==> config.mk <==
export PLATFORM = sky130hd
export DESIGN_NAME = hazard_control_unit
export DESIGN_NICKNAME = d
export VERILOG_FILES = /design/src/rtl/hazard_pkg.sv /design/src/rtl/hazard_control_unit_sat_counter.sv /design/src/rtl/hazard_control_unit.sv
export SDC_FILE = /design/constraint.sdc
export NUM_CORES = 1
export LEC_CHECK = 0
export CORE_AREA = 2 2 61 63
export DETAILED_ROUTE_END_ITERATION = 6
export DIE_AREA = 0 0 63 65
export DONT_BUFFER_PORTS = 1
export HOLD_SLACK_MARGIN = 0.15
export PLACE_DENSITY = 0.57
export RECOVER_POWER = 100
export SYNTH_ARGS = -nofsm -noshare
export SYNTH_HDL_FRONTEND = slang
export SYNTH_SLANG_ARGS = --single-unit
==> constraint.sdc <==
create_clock -name clk -period 7.14 [get_ports clk]
set_clock_uncertainty 0.1 [all_clocks]
set_input_delay 1.785 -clock clk [delete_from_list [all_inputs] [get_ports clk]]
set_output_delay 1.785 -clock clk [all_outputs]
set_load 0.03 [all_outputs]
==> src/rtl/hazard_pkg.sv <==
// Shared types and constants for the pipeline hazard control unit.
// Holds the FSM state encoding, the register-index width and the mult/div timeout default.
package hazard_pkg;

    localparam int REG_W               = 5;
    localparam int MULDIV_TIMEOUT_DFLT = 32;

    typedef enum logic {
        RUN         = 1'b0,
        MULDIV_WAIT = 1'b1
    } hcu_state_e;

endpackage

==> src/rtl/hazard_control_unit_sat_counter.sv <==
// Saturating up-counter with synchronous clear.
// The clear input wins over the increment input.
module sat_counter #(
    parameter int WIDTH = 16
) (
    input  logic             clk,
    input  logic             rst_n,
    input  logic             inc,
    input  logic             clr,
    output logic [WIDTH-1:0] count_o
);

    logic [WIDTH-1:0] count_q;
    logic [WIDTH-1:0] count_d;

    always_comb begin
        count_d = count_q;
        if (clr) begin
            count_d = '0;
        end else if (inc && (count_q != {WIDTH{1'b1}})) begin
            count_d = count_q + 1'b1;
        end
    end

    always_ff @(posedge clk or negedge rst_n) begin
        if (!rst_n) begin
            count_q <= '0;
        end else begin
            count_q <= count_d;
        end
    end

    assign count_o = count_q;

endmodule

==> src/rtl/hazard_control_unit.sv <==
// Pipeline hazard control: load-use bubbles, branch flushes and mult/div stalls.
// Controls are Mealy outputs of the registered RUN/MULDIV_WAIT state.
module hazard_control_unit
    import hazard_pkg::*;
#(
    parameter int MULDIV_TIMEOUT = MULDIV_TIMEOUT_DFLT,
    parameter int CNT_W          = 16
) (
    input  logic             clk,
    input  logic             reset,
    input  logic             MemRead_EX,
    input  logic [REG_W-1:0] rt_EX,
    input  logic [REG_W-1:0] rs_ID,
    input  logic [REG_W-1:0] rt_ID,
    input  logic             UsesRt_ID,
    input  logic             MulDiv_ID,
    input  logic             MulDiv_done,
    input  logic             BranchTaken_EX,
    input  logic             Counter_clr,
    output logic             PCWrite,
    output logic             IF_ID_Write,
    output logic             IF_ID_Flush,
    output logic             ID_EX_Flush,
    output logic             MulDiv_start,
    output logic             MulDiv_err,
    output logic [CNT_W-1:0] stall_cycles
);

    localparam int WC_W = $clog2(MULDIV_TIMEOUT + 1);
    localparam logic [WC_W-1:0] TMO = WC_W'(MULDIV_TIMEOUT);

    hcu_state_e      state_q, state_d;
    logic [WC_W-1:0] wcnt_q, wcnt_d;
    logic            err_q, err_d;
    logic            lu;

    assign lu = MemRead_EX && (rt_EX != '0) &&
                ((rt_EX == rs_ID) || (UsesRt_ID && (rt_EX == rt_ID)));

    always_comb begin
        PCWrite      = 1'b1;
        IF_ID_Write  = 1'b1;
        IF_ID_Flush  = 1'b0;
        ID_EX_Flush  = 1'b0;
        MulDiv_start = 1'b0;
        state_d      = state_q;
        wcnt_d       = wcnt_q;
        err_d        = err_q;
        // Outputs stay at RUN defaults while reset is held low.
        if (reset) begin
            unique case (state_q)
                RUN: begin
                    if (BranchTaken_EX) begin
                        IF_ID_Flush = 1'b1;
                        ID_EX_Flush = 1'b1;
                    end else if (lu) begin
                        PCWrite     = 1'b0;
                        IF_ID_Write = 1'b0;
                        ID_EX_Flush = 1'b1;
                    end else if (MulDiv_ID) begin
                        MulDiv_start = 1'b1;
                        wcnt_d       = '0;
                        state_d      = MULDIV_WAIT;
                    end
                end
                MULDIV_WAIT: begin
                    if (MulDiv_done) begin
                        state_d = RUN;
                    end else if (wcnt_q == TMO) begin
                        err_d   = 1'b1;
                        state_d = RUN;
                    end else begin
                        PCWrite     = 1'b0;
                        IF_ID_Write = 1'b0;
                        ID_EX_Flush = 1'b1;
                        wcnt_d      = wcnt_q + 1'b1;
                    end
                end
                default: state_d = RUN;
            endcase
        end
    end

    always_ff @(posedge clk or negedge reset) begin
        if (!reset) begin
            state_q <= RUN;
            wcnt_q  <= '0;
            err_q   <= 1'b0;
        end else begin
            state_q <= state_d;
            wcnt_q  <= wcnt_d;
            err_q   <= err_d;
        end
    end

    assign MulDiv_err = err_q;

    sat_counter #(
        .WIDTH (CNT_W)
    ) u_stall_cnt (
        .clk     (clk),
        .rst_n   (reset),
        .inc     (!PCWrite),
        .clr     (Counter_clr),
        .count_o (stall_cycles)
    );

endmodule

==> results.sh <==
export IMPL_drv_cap=0
export IMPL_ctsResizeCount=0
export IMPL_rows=22
export IMPL_worstMarginPinSlew_ps=919
export IMPL_grt_overflow=0
export IMPL_worstSetupEndpointType="primary output"
export IMPL_drt_iter0_drc=60
export IMPL_cts_setup_buffers=0
export IMPL_final_core_util_pct=44.6
export IMPL_synth_nets=188
export IMPL_criticalPathCategory="primary input to primary output"
export IMPL_cp_data_arrival_time_ps=3410
export IMPL_syn_area_per_cell_um2=9.34
export IMPL_m1WireLength_um=1370
export IMPL_fin_tns_setup_ps=0
export IMPL_ios=45
export IMPL_grt_pass1_wl_um=5750
export IMPL_dr_wl_met2_um=1800
export IMPL_setup_viol=0
export IMPL_wl_per_cell_um=16.2
export IMPL_cp_cell_sequence="or4_1, o21a_1, nor2b_1, o22ai_1, clkbuf_1"
export IMPL_numCtsBuffers=3
export IMPL_irDropWorstVdd_mv=0.0767
export IMPL_fmax_ghz=0.189
export IMPL_worst_skew_pair_late_latency_ps=320
export IMPL_die_h_um=65
export IMPL_cts_hold_buf=0
export IMPL_place_area_mm2=0.00154
export IMPL_hpwlAfterDp_um=2500
export IMPL_drt_first_pass_iters=4
export IMPL_fin_cells=209
export IMPL_antenna_cells=0
export IMPL_cts_tree="done"
export IMPL_fin_area_mm2=0.00156
export IMPL_rsz0062_at_grt="false"
export IMPL_synth_cells=162
export IMPL_synth_async_reset_ratio_pct=100
export IMPL_yosysWarningCount=0
export IMPL_seq_area_um2=601
export IMPL_die_width_um=63
export IMPL_via_count=1205
export IMPL_p_leak_nw=0.619
export IMPL_cts_sinks=24
export IMPL_top_layer="met4"
export IMPL_core_area_mm2=0.00350
export IMPL_start_util_pct=43.3
export IMPL_power_density_mw_per_mm2=171
export IMPL_path_clk_slew_ps=140
export IMPL_drive_above_1_share_pct=4.97
export IMPL_grt_max_degree=30
export IMPL_synth_ff_type="dfrtp_1"
export IMPL_syn_to_final_growth_pct=2.98
export IMPL_worst_setup_path_start_kind="primary input"
export IMPL_route_met3_wl_um=171
export IMPL_ys_ff_latch=24
export IMPL_status="finished clean"
export IMPL_filler_cell_count=358
export IMPL_gp_congestion=0.711
export IMPL_fin_nets=188
export IMPL_post_route_min_period_ps=5300
export IMPL_cp_slowest_stage_delay_ps=580
export IMPL_synth_cell_types=46
export IMPL_antenna_left=0
export IMPL_crit_slowest_cell="clkbuf_1"
export IMPL_multiInputGateArea_um2=850
export IMPL_routed_wl_um=3390
export IMPL_placed_cells=205
export IMPL_hold_violations=0
export IMPL_antenna_found_initial=0
export IMPL_cp_data_required_time_ps=5260
export IMPL_grt_pass1_vias=1315
export IMPL_viasPerCell=5.77
export IMPL_cp_max_fo=4
export IMPL_synth_edff_count=0
export IMPL_netlist_area_mm2=0.00151
export IMPL_slew_violations=0
export IMPL_io_buffers=0
export IMPL_r2r_slack_ps=4330
export IMPL_clockRootBuffer="clkbuf_4"
export IMPL_ys_seq_area_share_pct=39.7
export IMPL_holdCritPathClass="flop to flop"
export IMPL_dieArea_mm2=0.00410
export IMPL_relSlewSlack_pct=38.5
export IMPL_ctsHtreeMaxLevel=1
export IMPL_track_usage_pct=17.7
export IMPL_p_total_mw=0.266
export IMPL_clk_path_buf_depth=2
export IMPL_post_route_period_util_pct=74.2
export IMPL_drc_errors=0
==> where the power goes <==
part / internal, mW / total (mW) / switching, mW
sequential: 0.142 / 0.151 / 0.00857
clock: 0.0312 / 0.0742 / 0.0430
combinational: 0.0155 / 0.0410 / 0.0255
==> path summary, 6_finish.rpt <==
path,start,to,cells past startpoint
setup / recovery,rt_EX[1],PCWrite,5
setup reg to reg,u_stall_cnt.count_o[0],u_stall_cnt.count_o[9],7
min in group asynchronous,reset,state_q,0
max in group asynchronous,reset,u_stall_cnt.count_o[12],0
hold reg to reg,wcnt_q[0],wcnt_q[0],1
hold / removal,wcnt_q[0],wcnt_q[0],1
==> worst max-delay path: cells and delay by family <==
kind	cells	cell delay (ps)
AOI/OAI and AO/OA	2	370
and+or+nand+nor	2	680
buffers and inverters	1	580
==> cell families after synthesis <==
group | after synthesis | synth area share [%]
and+or+nand+nor | 72 | 27.3
AOI/OAI and AO/OA | 36 | 16.0
DFF | 24 | 39.7
xor gates and xnor gates | 18 | 10.4
buffers and inverters | 8 | 3.31
adders and majority gates | 3 | 2.48
muxes | 1 | 0.744
==> per-layer routing <==
layer,vias up,track usage (%)
met2,26,32.8
li1,589,-
met5,-,0
met1,586,20.0
met4,0,6.67
met3,4,3.47
==> cell usage in the layout (no fill, tap or decap), types with 3 or more instances in the layout <==
cell type  count
ha_1           3
a21oi_1       11
nand3_1        6
o21ai_1        5
or3_1          6
o21ai_0        3
nor2_1        13
xnor2_1        7
dfrtp_1       24
xor2_1        11
clkbuf_4       3
o31ai_1        6
or4_1          6
and3_1         4
and2_1         3
nor3_1         3
nand2_1       16
==> area by class of cell <==
cell class,count,area share (%)
Tap cell,48,3.86
Sequential cell,24,38.6
Clock buffer,4,2.33
Inverter,2,0.482
Timing Repair Buffer,1,0.241
Multi-Input combinational cell,130,54.5
==> cell usage after synthesis, types with 2 or more instances <==
cell | count | area share [%]
o21ai_0 | 2 | 0.66
nand2_1 | 16 | 4.0
nand3_1 | 6 | 2.0
buf_6 | 2 | 1.5
and4_1 | 2 | 1.2
nor3_1 | 3 | 0.99
ha_1 | 3 | 2.5
or4_1 | 6 | 3.0
nor4_1 | 2 | 0.83
xnor2_1 | 7 | 4.1
nor2_1 | 13 | 3.2
xor2_1 | 11 | 6.4
dfrtp_1 | 24 | 40
nor2b_1 | 2 | 0.83
and2_1 | 3 | 1.2
o31ai_1 | 6 | 3.0
o21ai_1 | 6 | 2.0
inv_1 | 2 | 0.50
a21o_1 | 2 | 0.99
and3_1 | 4 | 1.7
a21oi_1 | 11 | 3.6
or3_1 | 5 | 2.1
==> metrics by stage <==
stage / hold WS (ps) / setup slack [ps]
floorplan: 372 / 1780
global placement: 407 / 1840
detailed placement: 424 / 1820
CTS: 443 / 1820
global route: 497 / 1750
finish: 463 / 1840
==> sequential cells by signal, indices dropped and copies added, names as in the netlist <==
signal,count
MulDiv_err,1
state_q,1
u_stall_cnt.count_o,16
wcnt_q,6
Note: power is estimated with default switching activity, not from simulation.
